[src/rtl/bin_to_bcd_display.sv]
// Iterative double-dabble binary-to-BCD converter that feeds an eight-digit seven-segment driver.
// Define BCD_LEADING_ZERO_BLANK_EN to drive AN_MASK with the leading-zero blanking mask.

module bin_to_bcd_display_chk (
  input logic        clk,
  input logic        rst,
  input logic        busy,
  input logic        done,
  input logic        ovf,
  input logic [31:0] number,
  input logic [7:0]  an_mask
);

  a_done_not_busy: assert property (@(posedge clk) disable iff (rst) !(busy && done));
  a_ovf_saturated: assert property (@(posedge clk) disable iff (rst) ovf |-> (number == 32'hFFFF_FFFF));
  a_ovf_unblanked: assert property (@(posedge clk) disable iff (rst) ovf |-> (an_mask == 8'h00));
  a_digit0_lit:    assert property (@(posedge clk) disable iff (rst) an_mask[0] == 1'b0);

endmodule

module bin_to_bcd_display #(
  parameter int WIDTH = 27
) (
  input  logic             clk,
  input  logic             RESET,
  input  logic             START,
  input  logic [WIDTH-1:0] VALUE,
  output logic             BUSY,
  output logic             DONE,
  output logic             OVF,
  output logic [31:0]      NUMBER,
  output logic [7:0]       AN_MASK
);

  localparam int             SRW      = 27;
  localparam logic [SRW-1:0] MAX_DEC  = 27'd99_999_999;
  localparam logic [4:0]     CNT_LOAD = 5'(WIDTH);

  typedef enum logic [1:0] {
    ST_IDLE   = 2'd0,
    ST_SHIFT  = 2'd1,
    ST_COMMIT = 2'd2
  } state_t;

  // Add 3 to every BCD nibble of 5 or more so the following left shift carries decimally.
  function automatic logic [31:0] dabble_adjust(input logic [31:0] acc);
    logic [31:0] res;
    res = acc;
    for (int i = 0; i < 8; i++) begin
      if (acc[4*i +: 4] >= 4'd5) begin
        res[4*i +: 4] = acc[4*i +: 4] + 4'd3;
      end else begin
        res[4*i +: 4] = acc[4*i +: 4];
      end
    end
    return res;
  endfunction

`ifdef BCD_LEADING_ZERO_BLANK_EN
  // Bit i blanks digit i when it and every higher digit are zero; digit 0 is never blanked.
  function automatic logic [7:0] blank_mask(input logic [31:0] num);
    logic [7:0] m;
    logic       zero_above;
    m          = 8'h00;
    zero_above = 1'b1;
    for (int i = 7; i >= 1; i--) begin
      zero_above = zero_above & (num[4*i +: 4] == 4'h0);
      m[i]       = zero_above;
    end
    return m;
  endfunction
`endif

  state_t          state_q, state_d;
  logic [SRW-1:0]  sr_q, sr_d;
  logic [31:0]     acc_q, acc_d;
  logic [4:0]      cnt_q, cnt_d;
  logic            ovf_lat_q, ovf_lat_d;
  logic            busy_q, busy_d;
  logic            done_q, done_d;
  logic            ovf_q, ovf_d;
  logic [31:0]     number_q, number_d;
  logic [31:0]     acc_adj;
  logic [SRW-1:0]  value_ext;

  assign acc_adj   = dabble_adjust(acc_q);
  assign value_ext = SRW'(VALUE);

`ifdef BCD_LEADING_ZERO_BLANK_EN
  logic [7:0] an_mask_q, an_mask_d;
`endif

  // Next-state and datapath logic for the IDLE -> SHIFT -> COMMIT sequence.
  always_comb begin
    state_d   = state_q;
    sr_d      = sr_q;
    acc_d     = acc_q;
    cnt_d     = cnt_q;
    ovf_lat_d = ovf_lat_q;
    busy_d    = busy_q;
    done_d    = 1'b0;
    ovf_d     = ovf_q;
    number_d  = number_q;
`ifdef BCD_LEADING_ZERO_BLANK_EN
    an_mask_d = an_mask_q;
`endif
    case (state_q)
      ST_IDLE: begin
        if (START) begin
          sr_d      = value_ext;
          acc_d     = 32'h0000_0000;
          cnt_d     = CNT_LOAD;
          ovf_lat_d = (value_ext > MAX_DEC);
          busy_d    = 1'b1;
          state_d   = ST_SHIFT;
        end else begin
          state_d   = ST_IDLE;
        end
      end
      ST_SHIFT: begin
        // Only the low WIDTH bits hold the operand, so its MSB is taken from bit WIDTH-1.
        acc_d = {acc_adj[30:0], sr_q[WIDTH-1]};
        sr_d  = {sr_q[SRW-2:0], 1'b0};
        cnt_d = cnt_q - 5'd1;
        if (cnt_q == 5'd1) begin
          state_d = ST_COMMIT;
        end else begin
          state_d = ST_SHIFT;
        end
      end
      ST_COMMIT: begin
        if (ovf_lat_q) begin
          number_d  = 32'hFFFF_FFFF;
`ifdef BCD_LEADING_ZERO_BLANK_EN
          an_mask_d = 8'h00;
`endif
        end else begin
          number_d  = acc_q;
`ifdef BCD_LEADING_ZERO_BLANK_EN
          an_mask_d = blank_mask(acc_q);
`endif
        end
        ovf_d   = ovf_lat_q;
        done_d  = 1'b1;
        busy_d  = 1'b0;
        state_d = ST_IDLE;
      end
      default: begin
        busy_d  = 1'b0;
        state_d = ST_IDLE;
      end
    endcase
  end

  // State and output registers; reset aborts any conversion in flight.
  always_ff @(posedge clk or posedge RESET) begin
    if (RESET) begin
      state_q   <= ST_IDLE;
      sr_q      <= {SRW{1'b0}};
      acc_q     <= 32'h0000_0000;
      cnt_q     <= 5'd0;
      ovf_lat_q <= 1'b0;
      busy_q    <= 1'b0;
      done_q    <= 1'b0;
      ovf_q     <= 1'b0;
      number_q  <= 32'h0000_0000;
`ifdef BCD_LEADING_ZERO_BLANK_EN
      an_mask_q <= 8'hFE;
`endif
    end else begin
      state_q   <= state_d;
      sr_q      <= sr_d;
      acc_q     <= acc_d;
      cnt_q     <= cnt_d;
      ovf_lat_q <= ovf_lat_d;
      busy_q    <= busy_d;
      done_q    <= done_d;
      ovf_q     <= ovf_d;
      number_q  <= number_d;
`ifdef BCD_LEADING_ZERO_BLANK_EN
      an_mask_q <= an_mask_d;
`endif
    end
  end

  assign BUSY   = busy_q;
  assign DONE   = done_q;
  assign OVF    = ovf_q;
  assign NUMBER = number_q;
`ifdef BCD_LEADING_ZERO_BLANK_EN
  assign AN_MASK = an_mask_q;
`else
  assign AN_MASK = 8'h00;
`endif

  bin_to_bcd_display_chk u_chk (
    .clk     (clk),
    .rst     (RESET),
    .busy    (BUSY),
    .done    (DONE),
    .ovf     (OVF),
    .number  (NUMBER),
    .an_mask (AN_MASK)
  );

endmodule

[config.mk]
export PLATFORM = sky130hd
export DESIGN_NAME = bin_to_bcd_display
export DESIGN_NICKNAME = d
export VERILOG_FILES = /design/src/rtl/bin_to_bcd_display.sv
export SDC_FILE = /design/constraint.sdc
export NUM_CORES = 1
export LEC_CHECK = 0
export ABC_AREA = 1
export ABC_CLOCK_PERIOD_IN_PS = 4200
export BUFFER_PORTS_ARGS = -buffer_cell sky130_fd_sc_hd__buf_2
export CAP_MARGIN = 15
export CORE_MARGIN = 8
export CORE_UTILIZATION = 57
export DETAILED_ROUTE_END_ITERATION = 10
export PLACE_DENSITY = 0.81
export SLEW_MARGIN = 10
export SYNTH_ARGS = -nofsm -noshare
export SYNTH_HDL_FRONTEND = slang
export SYNTH_SLANG_ARGS = --single-unit
[constraint.sdc]
create_clock -name clk -period 4.2 [get_ports clk]
set_input_delay 0.84 -clock clk [delete_from_list [all_inputs] [get_ports clk]]
set_output_delay 0.84 -clock clk [all_outputs]
set_load 0.1 [all_outputs]
==> results_tabular.tex <==
\begin{tabular}{lr}
\hline
Metric & Value \\
\hline
\multicolumn{2}{l}{\textbf{Global route}} \\
\quad Remaining global-route overflow & 0 \\
\quad Vias in the first global route & 4162 \\
\quad GR Util All Layers & 0.190 \\
\quad Largest net degree at the start of global routing & 77 \\
\quad Global-route wire length before repair & 18.4 mm \\
\quad Number of antenna violations at the first check in global routing & 0 \\
\multicolumn{2}{l}{\textbf{Worst setup path}} \\
\quad Delay contributed by the slowest stage of the critical path & 620 ps \\
\quad Largest delay contributor family on the critical path & simple AND/OR/NAND/NOR gates \\
\quad Path depth of the worst reg2reg path & 5 \\
\quad Worst Path Required & 4430 ps \\
\quad Startpoint kind of the worst setup timing path & register \\
\quad Combined buffer and inverter count along the critical path & 1 \\
\quad Critical Path Fanout Max & 22 \\
\quad Worst EP arrival & 2420 ps \\
\quad Classification of the worst setup path & reg -> reg \\
\quad Worst r2r dst & sr\_q[19]\$\_DFFE\_PP0P\_ \\
\quad Critical path's slowest cell & sky130\_fd\_sc\_hd\_\_nand2\_1 \\
\quad Type of element capturing the critical path & register \\
\quad R2r startpoint & state\_q[0]\$\_DFF\_PP0\_ \\
\quad Setup slack of the worst register-to-register path & 2010 ps \\
\quad Series of cell instances along the critical path & nand2\_2 > nand2\_1 > inv\_2 > a22oi\_1 > o21ai\_1 \\
\multicolumn{2}{l}{\textbf{Hold path}} \\
\quad HP Class & reg -> reg \\
\quad Start point of the worst min-delay path & sr\_q[14]\$\_DFFE\_PP0P\_ \\
\quad Hold Path Depth & 2 \\
\quad Worst hold path endpoint & sr\_q[14]\$\_DFFE\_PP0P\_ \\
\multicolumn{2}{l}{\textbf{Final layout}} \\
\quad Cell area after layout & 0.00540 sq mm \\
\quad Fraction of final layout cells with drive strength greater than 1 & 0.154 \\
\quad Diodes inserted & 0 \\
\quad Layout Nets & 674 \\
\quad Sequential standard cell area & 0.00255 sq mm \\
\quad Multi-input logic area & 0.00194 sq mm \\
\quad Fillers & 714 \\
\quad Layout area overhead & 11.1\% \\
\multicolumn{2}{l}{\textbf{Power}} \\
\quad Overall power consumption & 4180 uW \\
\quad Seq pwr share & 0.381 \\
\quad Peak ir drop on the vdd network & 0.331 mV \\
\quad Switching pwr & 2020 uW \\
\quad Combinational fraction of design power & 0.485 \\
\quad Clock power frac & 0.134 \\
\quad Cell internal pwr & 2160 uW \\
\quad Switching share of total power & 0.483 \\
\quad Total power divided by cell area & 775 mW/mm\^{}2 \\
\quad Leakage power summed over all cells & 0.00271 uW \\
\multicolumn{2}{l}{\textbf{Synthesis}} \\
\quad Area of the mapped netlist & 0.00486 sq mm \\
\quad Leading cell types by count after synthesis & 111 x sky130\_fd\_sc\_hd\_\_nand2\_1, 102 x sky130\_fd\_sc\_hd\_\_dfrtp\_1, 64 x sky130\_fd\_sc\_hd\_\_nor2\_1 \\
\quad Number of standard cells after synthesis & 568 \\
\quad Dominant cell by count in the synthesized netlist & sky130\_fd\_sc\_hd\_\_nand2\_1 \\
\quad Top area cells in the synthesized netlist & sky130\_fd\_sc\_hd\_\_dfrtp\_1 53\%, sky130\_fd\_sc\_hd\_\_nand2\_1 8.6\%, sky130\_fd\_sc\_hd\_\_o21ai\_0 5.3\%, sky130\_fd\_sc\_hd\_\_nor2\_1 4.9\%, sky130\_fd\_sc\_hd\_\_a21oi\_1 4.8\% \\
\quad Register area share after synthesis & 0.526 \\
\quad Predominant post-synthesis flop cell & sky130\_fd\_sc\_hd\_\_dfrtp\_1 \\
\quad Count of distinct cell types in the synthesized netlist & 28 \\
\quad Average cell area after synthesis & 8.55 sq um \\
\quad Synth warnings & 0 \\
\quad Fraction of post-synthesis cell area in the top cell type by area & 0.526 \\
\quad Share of synthesized registers carrying an async set or reset & 1.00 \\
\quad Post-synthesis register bit count & 102 \\
\quad Post-synth top area cell & sky130\_fd\_sc\_hd\_\_dfrtp\_1 \\
\quad Number of enable-type register cells in the synthesized netlist & 0 \\
\multicolumn{2}{l}{\textbf{STA}} \\
\quad Final min period & 2190 ps \\
\quad Worst slew pin tran & 991 ps \\
\quad Final-report hold violation count & 0 \\
\quad Final Hold Slack & 491 ps \\
\quad Sum of negative setup slack & 0 ps \\
\quad Final Cycle Share & 0.522 \\
\quad Upper clock frequency limit & 0.456 GHz \\
\quad Max-Slew Margin vs Limit & 0.338 \\
\quad Final setup violation count & 0 \\
\quad Pins Over Slew Limit & 0 \\
\quad Setup Skew & 8.68 ps \\
\quad RSZ-0062 raised after global routing & no \\
\multicolumn{2}{l}{\textbf{Clock tree}} \\
\quad CTS tree & built \\
\quad Clock sink count & 102 \\
\quad Clock Path Buffers & 2 \\
\quad H-Tree Level Count & 3 \\
\quad Clock root buffer & sky130\_fd\_sc\_hd\_\_clkbuf\_8 \\
\quad Cts bufs inserted & 9 \\
\quad Worst-path clk slew & 90 ps \\
\quad Post-CTS Setup Repair Bufs & 0 \\
\quad Resized cells post-CTS & 0 \\
\quad Post-CTS Hold Fix Bufs & 0 \\
\quad Clk\_lat worst skew & 360 ps \\
\multicolumn{2}{l}{\textbf{Placement}} \\
\quad Detailed Place HPWL & 7.38 mm \\
\quad Dpl cell area & 0.00522 sq mm \\
\quad Final GP Congestion & 0.854 \\
\quad Port Buf Inserts & 64 \\
\multicolumn{2}{l}{\textbf{Flow run}} \\
\quad Max-capacitance violation count & 0 \\
\multicolumn{2}{l}{\textbf{Routing}} \\
\quad Number of violations reported at the end of detailed-routing iteration 0 & 221 \\
\quad \# DRC & 0 \\
\quad Routed WL & 10.6 mm \\
\quad Wirelength per Cell & 14.3 um \\
\quad TritonRoute pass-1 iters & 5 \\
\quad Number of nets with antenna violations after detailed routing & 0 \\
\quad Average vias per placed instance & 5.50 \\
\quad Vias & 4047 \\
\multicolumn{2}{l}{\textbf{Die}} \\
\quad Top-level I/O count & 73 \\
\quad Floorplan die height & 108 um \\
\quad Starting Density & 0.588 \\
\quad Die extent in x & 108 um \\
\quad Full die area & 0.0117 sq mm \\
\quad Rows & 33 \\
\quad Core Box Area & 0.00826 sq mm \\
\multicolumn{2}{l}{\textbf{Outcome}} \\
\quad Outcome & finished clean \\
\hline
\end{tabular}
worst reg2reg max path, delay by kind of cell (launching register included):
family	cells	cell delay [ps]
DFF	1	480
AOI/OAI and AO/OA	2	350
and+or+nand+nor	2	900
buffers and inverters	1	350
stage by stage:
stage | utilization | setup WS (ps) | instances
floorplan | - | 685 | 575
global placement | 0.632 | 1910 | 720
detailed placement | 0.632 | 1830 | 720
CTS | 0.653 | 2000 | 736
global route | 0.653 | 1820 | 736
finish | 0.653 | 2010 | 736
routing by layer:
metal  vias to the layer above  share of wire  GRT usage
met5                         -              0          0
met4                         0          0.012     0.0596
met3                        12          0.052     0.0297
met2                       112           0.48      0.321
met1                      1961           0.46      0.245
li1                       1962              -          -
cell families after synthesis:
kind of cell / count (synthesis) / share of synthesized area
other: 1 / 0.000772
and+or+nand+nor: 211 / 0.176
xor gates and xnor gates: 4 / 0.00721
buffers and inverters: 92 / 0.0817
adders and majority gates: 18 / 0.0464
AOI/OAI and AO/OA: 140 / 0.163
DFF: 102 / 0.526
final cells by class:
class	instances	share of cell area
multi-input combinational	381	0.360
tap	105	0.0243
clock buffer	11	0.0262
inverter	64	0.0450
sequential	102	0.473
clock inverter	5	0.00649
timing repair buffer	68	0.0649
sequential cells by signal, indices dropped and copies added, names as in the netlist:
name / cells
DONE: 1
cnt_q: 5
ovf_lat_q: 1
BUSY: 1
state_q: 2
NUMBER: 32
OVF: 1
acc_q: 32
sr_q: 27
power by group through the flow:
stage / Clock [uW] / Sequential, uW / Combinational, uW
global placement: 0 / 1590 / 1940
global route: 612 / 1640 / 2280
detailed placement: 0 / 1610 / 2020
CTS: 570 / 1590 / 2030
floorplan: 0 / 2030 / 1190
finish: 560 / 1590 / 2030
layout by cell type, fill, tap and decap left out, types with 2 or more instances in the layout:
master	n
sky130_fd_sc_hd__nand2_1	111
sky130_fd_sc_hd__dfrtp_1	102
sky130_fd_sc_hd__buf_2	64
sky130_fd_sc_hd__nor2_1	63
sky130_fd_sc_hd__inv_1	59
sky130_fd_sc_hd__o21ai_0	51
sky130_fd_sc_hd__a21oi_1	47
sky130_fd_sc_hd__nand3_1	24
sky130_fd_sc_hd__ha_1	18
sky130_fd_sc_hd__o211ai_1	12
sky130_fd_sc_hd__o22ai_1	12
sky130_fd_sc_hd__clkbuf_8	10
sky130_fd_sc_hd__a22oi_1	9
sky130_fd_sc_hd__conb_1	8
sky130_fd_sc_hd__or2_2	5
sky130_fd_sc_hd__inv_2	4
sky130_fd_sc_hd__o221ai_1	4
sky130_fd_sc_hd__xor2_1	4
sky130_fd_sc_hd__buf_4	4
sky130_fd_sc_hd__o21ai_1	3
sky130_fd_sc_hd__nor2_2	2
sky130_fd_sc_hd__nand4_1	2
sky130_fd_sc_hd__clkinv_4	2
sky130_fd_sc_hd__clkinv_2	2
worst max path at each step:
stage,startpoint,endpoint,slack [ps],cells past startpoint
global route,state_q[0]$_DFF_PP0_,sr_q[25]$_DFFE_PP0P_,1820,5
CTS,state_q[0]$_DFF_PP0_,sr_q[19]$_DFFE_PP0P_,2000,5
floorplan,RESET,BUSY$_DFFE_PP0P_,680,1
detailed placement,START,sr_q[25]$_DFFE_PP0P_,1830,6
global placement,START,ovf_lat_q$_DFFE_PP0N_,1910,7
finish,state_q[0]$_DFF_PP0_,sr_q[19]$_DFFE_PP0P_,2010,5
Note: power is estimated with default switching activity, not from simulation.
